### src/rtl/simplerisc_pkg.sv
// SimpleRISC shared decode: opcodes, IR field layout, immediate forms and source-read predicates
// used by the OF/EX latch and the forwarding units.
package simplerisc_pkg;

    localparam int unsigned XLEN = 32;

    localparam logic [4:0] OP_CMP  = 5'b00101;
    localparam logic [4:0] OP_NOT  = 5'b01000;
    localparam logic [4:0] OP_MOV  = 5'b01001;
    localparam logic [4:0] OP_NOP  = 5'b01101;
    localparam logic [4:0] OP_LD   = 5'b01110;
    localparam logic [4:0] OP_ST   = 5'b01111;
    localparam logic [4:0] OP_BEQ  = 5'b10000;
    localparam logic [4:0] OP_BGT  = 5'b10001;
    localparam logic [4:0] OP_B    = 5'b10010;
    localparam logic [4:0] OP_CALL = 5'b10011;
    localparam logic [4:0] OP_RET  = 5'b10100;

    localparam logic [3:0]  RA_IDX = 4'hF;
    localparam logic [31:0] NOP_IR = 32'h6800_0000;

    localparam logic [1:0] IMM_SEXT = 2'b00;
    localparam logic [1:0] IMM_ZEXT = 2'b01;
    localparam logic [1:0] IMM_HI   = 2'b10;

    typedef struct packed {
        logic [4:0]  opcode;
        logic        i_bit;
        logic [3:0]  rd;
        logic [3:0]  rs1;
        logic [3:0]  rs2;
        logic [13:0] low;
    } ir_t;

    function automatic logic reads_src1(input logic [4:0] op);
        return !(op inside {OP_NOP, OP_B, OP_BEQ, OP_BGT, OP_CALL, OP_NOT, OP_MOV});
    endfunction

    function automatic logic reads_src2(input ir_t ir);
        return !ir.i_bit || (ir.opcode == OP_ST);
    endfunction

    function automatic logic [3:0] src1_idx(input ir_t ir);
        return (ir.opcode == OP_RET) ? RA_IDX : ir.rs1;
    endfunction

    // Stores read their data register through the rd field.
    function automatic logic [3:0] src2_idx(input ir_t ir);
        return (ir.opcode == OP_ST) ? ir.rd : ir.rs2;
    endfunction

    function automatic logic [31:0] imm_ext(input logic [31:0] ir);
        logic [31:0] v;
        case (ir[17:16])
            IMM_ZEXT: v = {16'h0000, ir[15:0]};
            IMM_HI:   v = {ir[15:0], 16'h0000};
            default:  v = {{16{ir[15]}}, ir[15:0]};
        endcase
        return v;
    endfunction

endpackage

### src/rtl/of_ex_latch_if.sv
// OF->EX pipeline boundary: OF-side operands/flags in, EX-side latched payload and stall out.
interface of_ex_latch_if #(
    parameter int unsigned XLEN = 32
);
    logic [XLEN-1:0] of_ir;
    logic [XLEN-1:0] of_pc;
    logic [XLEN-1:0] rf_op1;
    logic [XLEN-1:0] rf_op2;
    logic            fwd_rw_of_src1;
    logic            fwd_rw_of_src2;
    logic [XLEN-1:0] rw_result;
    logic            branch_taken;
    logic            stall_o;
    logic [XLEN-1:0] ex_ir;
    logic [XLEN-1:0] ex_pc;
    logic [XLEN-1:0] ex_a;
    logic [XLEN-1:0] ex_b;
    logic [XLEN-1:0] ex_op2;
    logic            ex_valid;

    modport master (
        output of_ir, of_pc, rf_op1, rf_op2, fwd_rw_of_src1, fwd_rw_of_src2,
               rw_result, branch_taken,
        input  stall_o, ex_ir, ex_pc, ex_a, ex_b, ex_op2, ex_valid
    );

    modport slave (
        input  of_ir, of_pc, rf_op1, rf_op2, fwd_rw_of_src1, fwd_rw_of_src2,
               rw_result, branch_taken,
        output stall_o, ex_ir, ex_pc, ex_a, ex_b, ex_op2, ex_valid
    );
endinterface

### src/rtl/load_use_detect.sv
// Load-use hazard: a valid ld in EX whose rd is a source register the OF instruction actually reads.
module load_use_detect
    import simplerisc_pkg::*;
(
    input  logic [31:0] ex_ir,
    input  logic        ex_valid,
    input  logic [31:0] of_ir,
    output logic        hazard
);
    ir_t  w_ex;
    ir_t  w_of;
    logic w_hit1;
    logic w_hit2;

    assign w_ex = ir_t'(ex_ir);
    assign w_of = ir_t'(of_ir);

    assign w_hit1 = reads_src1(w_of.opcode) && (src1_idx(w_of) == w_ex.rd);
    assign w_hit2 = reads_src2(w_of) && (src2_idx(w_of) == w_ex.rd);

    assign hazard = ex_valid && (w_ex.opcode == OP_LD) && (w_hit1 || w_hit2);

    wire w_unused_ok = &{1'b0, w_ex.i_bit, w_ex.rs1, w_ex.rs2, w_ex.low, w_of.low};
endmodule

### src/rtl/of_ex_latch.sv
// OF/EX pipeline register with RW->OF operand forwarding, load-use stall and branch flush.
// Optional saturating stall/flush counters when OF_EX_PERF_CNT_EN is defined.
module of_ex_latch #(
    parameter int unsigned      XLEN   = simplerisc_pkg::XLEN,
    parameter logic [XLEN-1:0] NOP_IR = XLEN'(simplerisc_pkg::NOP_IR)
) (
    input  logic        clk,
    input  logic        rst_n,
    of_ex_latch_if.slave bus
`ifdef OF_EX_PERF_CNT_EN
    ,
    output logic [31:0] stall_cnt,
    output logic [31:0] flush_cnt
`endif
);
    import simplerisc_pkg::*;

    logic            w_hazard;
    logic [XLEN-1:0] w_op_a;
    logic [XLEN-1:0] w_op2_raw;
    logic [XLEN-1:0] w_imm;

    logic [XLEN-1:0] w_nxt_ir, w_nxt_pc, w_nxt_a, w_nxt_b, w_nxt_op2;
    logic            w_nxt_valid;

    logic [XLEN-1:0] r_ex_ir, r_ex_pc, r_ex_a, r_ex_b, r_ex_op2;
    logic            r_ex_valid;

    load_use_detect u_lud (
        .ex_ir    (32'(r_ex_ir)),
        .ex_valid (r_ex_valid),
        .of_ir    (32'(bus.of_ir)),
        .hazard   (w_hazard)
    );

    assign w_op_a    = bus.fwd_rw_of_src1 ? bus.rw_result : bus.rf_op1;
    assign w_op2_raw = bus.fwd_rw_of_src2 ? bus.rw_result : bus.rf_op2;
    assign w_imm     = XLEN'(imm_ext(32'(bus.of_ir)));

    // A taken branch flushes OF, so it must not also freeze the front end.
    assign bus.stall_o = w_hazard && !bus.branch_taken;

    always_comb begin
        w_nxt_ir    = NOP_IR;
        w_nxt_pc    = '0;
        w_nxt_a     = '0;
        w_nxt_b     = '0;
        w_nxt_op2   = '0;
        w_nxt_valid = 1'b0;
        if (!bus.branch_taken && !w_hazard) begin
            w_nxt_ir    = bus.of_ir;
            w_nxt_pc    = bus.of_pc;
            w_nxt_a     = w_op_a;
            w_nxt_b     = bus.of_ir[26] ? w_imm : w_op2_raw;
            w_nxt_op2   = w_op2_raw;
            w_nxt_valid = (bus.of_ir != NOP_IR);
        end
    end

    always_ff @(posedge clk) begin
        if (!rst_n) begin
            r_ex_ir    <= NOP_IR;
            r_ex_pc    <= '0;
            r_ex_a     <= '0;
            r_ex_b     <= '0;
            r_ex_op2   <= '0;
            r_ex_valid <= 1'b0;
        end else begin
            r_ex_ir    <= w_nxt_ir;
            r_ex_pc    <= w_nxt_pc;
            r_ex_a     <= w_nxt_a;
            r_ex_b     <= w_nxt_b;
            r_ex_op2   <= w_nxt_op2;
            r_ex_valid <= w_nxt_valid;
        end
    end

    assign bus.ex_ir    = r_ex_ir;
    assign bus.ex_pc    = r_ex_pc;
    assign bus.ex_a     = r_ex_a;
    assign bus.ex_b     = r_ex_b;
    assign bus.ex_op2   = r_ex_op2;
    assign bus.ex_valid = r_ex_valid;

`ifdef OF_EX_PERF_CNT_EN
    logic [31:0] r_stall_cnt;
    logic [31:0] r_flush_cnt;

    always_ff @(posedge clk) begin
        if (!rst_n) begin
            r_stall_cnt <= '0;
            r_flush_cnt <= '0;
        end else begin
            if (bus.stall_o && (r_stall_cnt != '1)) r_stall_cnt <= r_stall_cnt + 32'd1;
            if (bus.branch_taken && (r_flush_cnt != '1)) r_flush_cnt <= r_flush_cnt + 32'd1;
        end
    end

    assign stall_cnt = r_stall_cnt;
    assign flush_cnt = r_flush_cnt;
`endif
endmodule

### src/flat_wrapper.sv
// flat-port wrapper written by rule: the top's interface ports become plain ports
module of_ex_latch_flat import simplerisc_pkg::*;
#(
    parameter int unsigned      XLEN   = simplerisc_pkg::XLEN,
    parameter logic [XLEN-1:0] NOP_IR = XLEN'(simplerisc_pkg::NOP_IR)
)
  (clk, rst_n, bus_of_ir, bus_of_pc, bus_rf_op1, bus_rf_op2, bus_fwd_rw_of_src1, bus_fwd_rw_of_src2, bus_rw_result, bus_branch_taken, bus_stall_o, bus_ex_ir, bus_ex_pc, bus_ex_a, bus_ex_b, bus_ex_op2, bus_ex_valid);
  of_ex_latch_if #(.XLEN(XLEN)) bus_i ();
  input  logic clk;
  input  logic rst_n;
  input wire logic [$bits(bus_i.of_ir)-1:0] bus_of_ir;
  input wire logic [$bits(bus_i.of_pc)-1:0] bus_of_pc;
  input wire logic [$bits(bus_i.rf_op1)-1:0] bus_rf_op1;
  input wire logic [$bits(bus_i.rf_op2)-1:0] bus_rf_op2;
  input wire logic [$bits(bus_i.fwd_rw_of_src1)-1:0] bus_fwd_rw_of_src1;
  input wire logic [$bits(bus_i.fwd_rw_of_src2)-1:0] bus_fwd_rw_of_src2;
  input wire logic [$bits(bus_i.rw_result)-1:0] bus_rw_result;
  input wire logic [$bits(bus_i.branch_taken)-1:0] bus_branch_taken;
  output wire logic [$bits(bus_i.stall_o)-1:0] bus_stall_o;
  output wire logic [$bits(bus_i.ex_ir)-1:0] bus_ex_ir;
  output wire logic [$bits(bus_i.ex_pc)-1:0] bus_ex_pc;
  output wire logic [$bits(bus_i.ex_a)-1:0] bus_ex_a;
  output wire logic [$bits(bus_i.ex_b)-1:0] bus_ex_b;
  output wire logic [$bits(bus_i.ex_op2)-1:0] bus_ex_op2;
  output wire logic [$bits(bus_i.ex_valid)-1:0] bus_ex_valid;
  assign bus_i.of_ir = bus_of_ir;
  assign bus_i.of_pc = bus_of_pc;
  assign bus_i.rf_op1 = bus_rf_op1;
  assign bus_i.rf_op2 = bus_rf_op2;
  assign bus_i.fwd_rw_of_src1 = bus_fwd_rw_of_src1;
  assign bus_i.fwd_rw_of_src2 = bus_fwd_rw_of_src2;
  assign bus_i.rw_result = bus_rw_result;
  assign bus_i.branch_taken = bus_branch_taken;
  assign bus_stall_o = bus_i.stall_o;
  assign bus_ex_ir = bus_i.ex_ir;
  assign bus_ex_pc = bus_i.ex_pc;
  assign bus_ex_a = bus_i.ex_a;
  assign bus_ex_b = bus_i.ex_b;
  assign bus_ex_op2 = bus_i.ex_op2;
  assign bus_ex_valid = bus_i.ex_valid;
  of_ex_latch #(.XLEN(XLEN), .NOP_IR(NOP_IR)) u_core (.clk(clk), .rst_n(rst_n), .bus(bus_i));
endmodule
### config.mk
export PLATFORM = sky130hd
export DESIGN_NAME = of_ex_latch_flat
export DESIGN_NICKNAME = d
export VERILOG_FILES = /design/src/rtl/simplerisc_pkg.sv /design/src/rtl/of_ex_latch_if.sv /design/src/rtl/load_use_detect.sv /design/src/rtl/of_ex_latch.sv /design/src/flat_wrapper.sv
export SDC_FILE = /design/constraint.sdc
export NUM_CORES = 1
export LEC_CHECK = 0
export CORE_AREA = 2 2 126 128
export CTS_BUF_LIST = sky130_fd_sc_hd__clkbuf_16
export DETAILED_ROUTE_END_ITERATION = 16
export DIE_AREA = 0 0 128 130
export PLACE_DENSITY = 0.85
export REMOVE_ABC_BUFFERS = 1
export SYNTH_ARGS = -nofsm -noshare
export SYNTH_HDL_FRONTEND = slang
export SYNTH_SLANG_ARGS = --single-unit
### constraint.sdc
create_clock -name clk -period 5.9 [get_ports clk]
set_input_delay 0.59 -clock clk [delete_from_list [all_inputs] [get_ports clk]]
set_output_delay 0.59 -clock clk [all_outputs]
set_load 0.01 [all_outputs]
Word level (Yosys, flattened, before mapping)
Cells that the tools add are included.
{"block": "totals", "ff_bits": 161, "out_inout_bits": 162, "wordCells": 41, "mem_bits_ro": 0, "n_memories": 0, "ram_bits": 0, "latchBits": 0}
{"block": "classes", "order_cmp": 0, "n_mul": 0, "n_div": 0, "shift": 0, "n_eq_ne": 15, "n_addsub": 0, "n_reduce_logical": 14, "bitwise": 0, "muxes": 6}
{"operator": "$mux 32", "n": 3}
{"operator": "$pmux 32 s2", "n": 1}
{"operator": "$ne 32x31->1 const B", "n": 1}
{"operator": "$eq 5x4->1 const B", "n": 5}
{"operator": "$eq 5x5->1 const B", "n": 5}
{"operator": "$eq 4x4->1", "n": 2}
{"operator": "$mux 4", "n": 2}
{"operator": "$reduce_bool 7->1", "n": 1}
{"operator": "$logic_and 1x1->1", "n": 6}
{"operator": "$logic_not 1->1", "n": 4}
{"operator": "$eq 2x1->1 const B", "n": 1}
{"operator": "$eq 2x2->1 const B", "n": 1}
{"operator": "$logic_or 1x1->1", "n": 2}
{"operator": "$reduce_and 2->1", "n": 1}

Longest topological paths before layout
{"block": "depth", "ltp_word": 9, "ltp_mapped": 9, "mapped_depth_nobuf": 6}

Hierarchy
From an unflattened synthesis, not the netlist that was laid out.
{"block": "unflattened", "cells_unflattened": 533, "area_unflattened_um2": 5734.2}
{"module": "of_ex_latch", "area_per_inst_um2": 5445.2, "instances": 1, "cells_each": 496}
{"module": "load_use_detect", "area_per_inst_um2": 289.0, "instances": 1, "cells_each": 37}

Least setup slack after synthesis
Ideal clock, no wire load.
{"block": "synth_path", "kind": "input-to-output", "start": "in bus_of_ir[16]", "end": "out bus_stall_o", "path_slack_ns": 3.481, "arrival_time_ns": 1.829, "required_time_ns": 5.310, "cell_stages": 7, "path_cell_list": "nor2b_1 > a2111oi_0 > o2111ai_1 > a22oi_1 > a21oi_1 > clkbuf_1 > nor2_1"}
{"block": "synth_via", "elab_chain_cells": 6}
{"element": "start: declaration", "line": "flat_wrapper.sv:11", "source": "input wire logic [$bits(bus_i.of_ir)-1:0] bus_of_ir;"}
{"element": "$mux 4", "line": "simplerisc_pkg.sv:49", "source": "return (ir.opcode == OP_ST) ? ir.rd : ir.rs2;"}
{"element": "$eq 4x4->1", "line": "load_use_detect.sv:19", "source": "assign w_hit2 = reads_src2(w_of) && (src2_idx(w_of) == w_ex.rd);"}
{"element": "$logic_and 1x1->1", "line": "load_use_detect.sv:19"}
{"element": "$logic_or 1x1->1", "line": "load_use_detect.sv:21", "source": "assign hazard = ex_valid && (w_ex.opcode == OP_LD) && (w_hit1 || w_hit2);"}
{"element": "$logic_and 1x1->1", "line": "load_use_detect.sv:21"}
{"element": "$logic_and 1x1->1", "line": "of_ex_latch.sv:41", "source": "assign bus.stall_o = w_hazard && !bus.branch_taken;"}
{"element": "end: declaration", "line": "flat_wrapper.sv:19", "source": "output wire logic [$bits(bus_i.stall_o)-1:0] bus_stall_o;"}
Every way passes these cells.

Final worst setup path
{"block": "layout_path", "start": "in bus_of_ir[14]", "end": "out bus_stall_o"}
Same word-level chain as after synthesis.

==> results.cfg <==
[synth]
synthTopCellsByArea = dfxtp_1 (54%), mux2i_1 (11%), nor2_4 (8.3%), and3_1 (6.0%), nor2_1 (3.6%)
yosys-top-cells-count = dfxtp_1 (161), mux2i_1 (65), nor2_1 (58), and3_1 (57), nor2_4 (44)
yosysMostFrequentCell = dfxtp_1
synth_top_family_by_area = simple AND/OR/NAND/NOR gates
postSynthAreaPerCell_sq_um = 10.94
synth_cells = 546
yosys_warnings = 0
yosys.area.top_type = dfxtp_1
synth_compound_area_share_pct = 7.206
synth_seq_area_share_pct = 53.96
synth_top_cell_area_share_pct = 53.96
synthArstFlopShare_pct = 0
synth-xor-area-share_pct = 0.7331
synth_simple_gate_area_share_pct = 21.85
yosys-mux-area-fraction_pct = 10.89
syn_area_sq_um = 5973
ys_ff_latch = 161
synth-adder-area-share_pct = 0.6284
ys_types = 39
synth_edf_count = 0
synth_flop_cell = dfxtp_1

[global_route]
top_usage_layer = met2
grt_max_degree = 57
met3_usage_pct = 6.970
grt_pass1_vias = 5141
grt-ovfl-total = 0
grtUsageTotal_pct = 22.16
grt_pass1_wl_mm = 28.01
met1_usage_pct = 24.63
antenna_found_initial = 0
grt.met2_usage_pct = 39.01

[worst_setup_path]
critPathCaptureType = primary output
path_max_fanout = 6
cp_cell_sequence = clkdlybuf4s50_1 > nor2b_1 > a2111oi_0 > o2111ai_1 > a22oi_1 > a21oi_4 > nor2_1 > clkdlybuf4s50_1
crit_path_start_kind = primary input
slowest_delay_ps = 560
arrival_ps = 3020
path_buf_inv = 2
path_class = in -> out
rr_startpoint = u_core.bus.ex_ir[24]
r2r_end = u_core.bus.ex_b[24]
crit_required_ps = 5310
r2r_cells = 7
crit_family = buffers and inverters
rrSetupSlack_ps = 2870
startpoint = bus_of_ir[14]
crit_end = bus_stall_o
crit_path_top_delay_cell = clkdlybuf4s50_1
cp_common_cell = clkdlybuf4s50_1
cp.depth = 8

[route]
drc_errors = 0
wl_per_cell_um = 17.73
drtPass1Iterations = 4
antenna_left = 0
vias = 5129
vias_per_cell = 4.839
postRouteWirelength_mm = 18.79
drt_iter0_markers = 145

[clocking]
cts_tree = built
numCtsBuffers = 17
cts.sink_count = 161
cts_setup_buffers = 0
cts_root_buffer = clkbuf_16
holdBufCountCts = 0
clk_pin_slew_worst_paths_ps = 70
clk_latency_ps = 420
htreeDepth = 4
cts_buffer_depth = 2
cts_resized = 0

[floorplanning]
core_area_sq_um = 15420
die_w_um = 128
rows = 46
ioPinCount = 327
fp.dieH_um = 130
die_area_sq_um = 16640
initial_core_util_pct = 38.72

[timing]
rsz0062_at_grt = no
worst_slew_pin_slew_ps = 1075
setup_viol_count_final = 0
period_minus_slack_ps = 3607
fin_crit_sh_pct = 61.14
relSlewSlack_pct = 28.35
fin_worst_skew_ps = 6.690
finalHoldViolCount = 0
tns_ps = 0
maxSlewViolCount = 0
fmax_mhz = 277.2

[placement]
gp_congestion = 0.7851
portBuffers = 326
dp_hpwl_mm = 13.98

[pwr]
p_switching_uw = 677.7
seqPwrFrac_pct = 41.5
p_sw_share_pct = 24.43
clock_power_share_pct = 43.1
intPower_uw = 2096
leakagePower_uw = 0.004031
pwr_density_cell_nw_per_um2 = 279.3
ir_worst_vdd_uv = 175.1
comb_power_share_pct = 15.4

[job]
cap_violations = 0

[layout]
finalNetCount = 1023
syn_to_final_growth_pct = 66.25
nFillCells = 1214
n_antenna_cell = 0
drive_gt1_share_pct = 10.83
final_util_pct = 64.38

[hold_path]
hold_class = in -> reg

[outcome]
outcome = complete, no violations
[through the flow]
stage          hold slack (ps)  cells  power (uW)  setup slack [ps]  instance area [sq um]
2_1_floorplan            689.9    505        1337             630.0                   5724
3_3_place_gp              1163   1028        1598              2239                   9288
3_5_place_dp              1165   1028        1604              2125                   9288
4_1_cts                  709.8   1060        2801              2303                   9931
5_1_grt                  727.3   1060        2872              2119                   9931
6_report                 725.0   1060        2774              2293                   9931
[cell type report]
cell class	instances	area (sq um)	area share, %
clock inverter	15	217.7	2.192
clock buffer	17	425.4	4.284
inverter	9	33.78	0.3402
multi-input combinational	335	2487	25.05
timing repair buffer	331	3303	33.26
sequential	161	3223	32.46
tap	192	240.2	2.419
[power by group through the flow]
stage	clock network [uW]	registers (uW)	logic (uW)
2_1_floorplan	0	1200	137
3_3_place_gp	0	1170	424
3_5_place_dp	0	1170	429
4_1_cts	1220	1150	432
5_1_grt	1260	1150	458
6_report	1200	1150	428
[kinds of logic (layout without fill, tap and decap cells)]
logic type / Yosys count / after routing
flip-flops: 161 / 161
AND/OR/NAND/NOR: 197 / 197
buffers and inverters: 50 / 372
multiplexers: 65 / 65
XOR/XNOR: 5 / 5
AO/OA/AOI/OAI: 65 / 65
adder cells (fa/ha/maj): 3 / 3
[flip-flops by register name, summed over array words and instances (netlist names)]
name / flops
u_core.bus.ex_pc: 32
u_core.bus.ex_a: 32
u_core.bus.ex_op2: 32
u_core.bus.ex_ir: 32
u_core.bus.ex_b: 32
u_core.bus.ex_valid: 1
[worst min path at each step]
stage                  start                   end  cells after the start
3_5_place_dp   bus_of_pc[26]  u_core.bus.ex_pc[26]                      2
5_1_grt        bus_of_pc[10]  u_core.bus.ex_pc[10]                      2
2_1_floorplan  bus_of_ir[27]  u_core.bus.ex_ir[27]                      1
3_3_place_gp   bus_of_pc[25]  u_core.bus.ex_pc[25]                      2
4_1_cts        bus_of_pc[26]  u_core.bus.ex_pc[26]                      2
6_report       bus_of_pc[26]  u_core.bus.ex_pc[26]                      2
[routing by layer]
layer | vias up | share of wire, %
li1 | 2511 | -
met1 | 2359 | 39
met2 | 224 | 50
met3 | 35 | 8.0
met4 | 0 | 2.8
met5 | - | 0
[placed cells by master (no fill, tap or decap), drive strengths merged, types with 2 or more instances in the layout]
cell type      netlist  routed
a2111oi              2       2
a211oi              18      18
a21oi               23      23
a31oi               15      15
and3                57      57
buf                 15       7
bufinv               0       4
clkbuf              26      17
clkdlybuf4s50        0     324
clkinv               0       3
dfxtp              161     161
ha                   3       3
inv                  9      17
mux2i               65      65
nand2                5       5
nand2b               4       4
nand4                4       4
nor2               108     108
nor2b                3       3
nor3                 2       2
nor3b                2       2
nor4                 5       5
or2                  3       3
xor2                 4       4
[worst reg2reg max path, delay by kind of cell (launching register included)]
kind,cells,cell delay (ps)
AOI/OAI and AO/OA,5,1760
buffers and inverters,1,550
DFF,1,470
and+or+nand+nor,1,80
No activity file was read; power rests on OpenSTA's default activity.
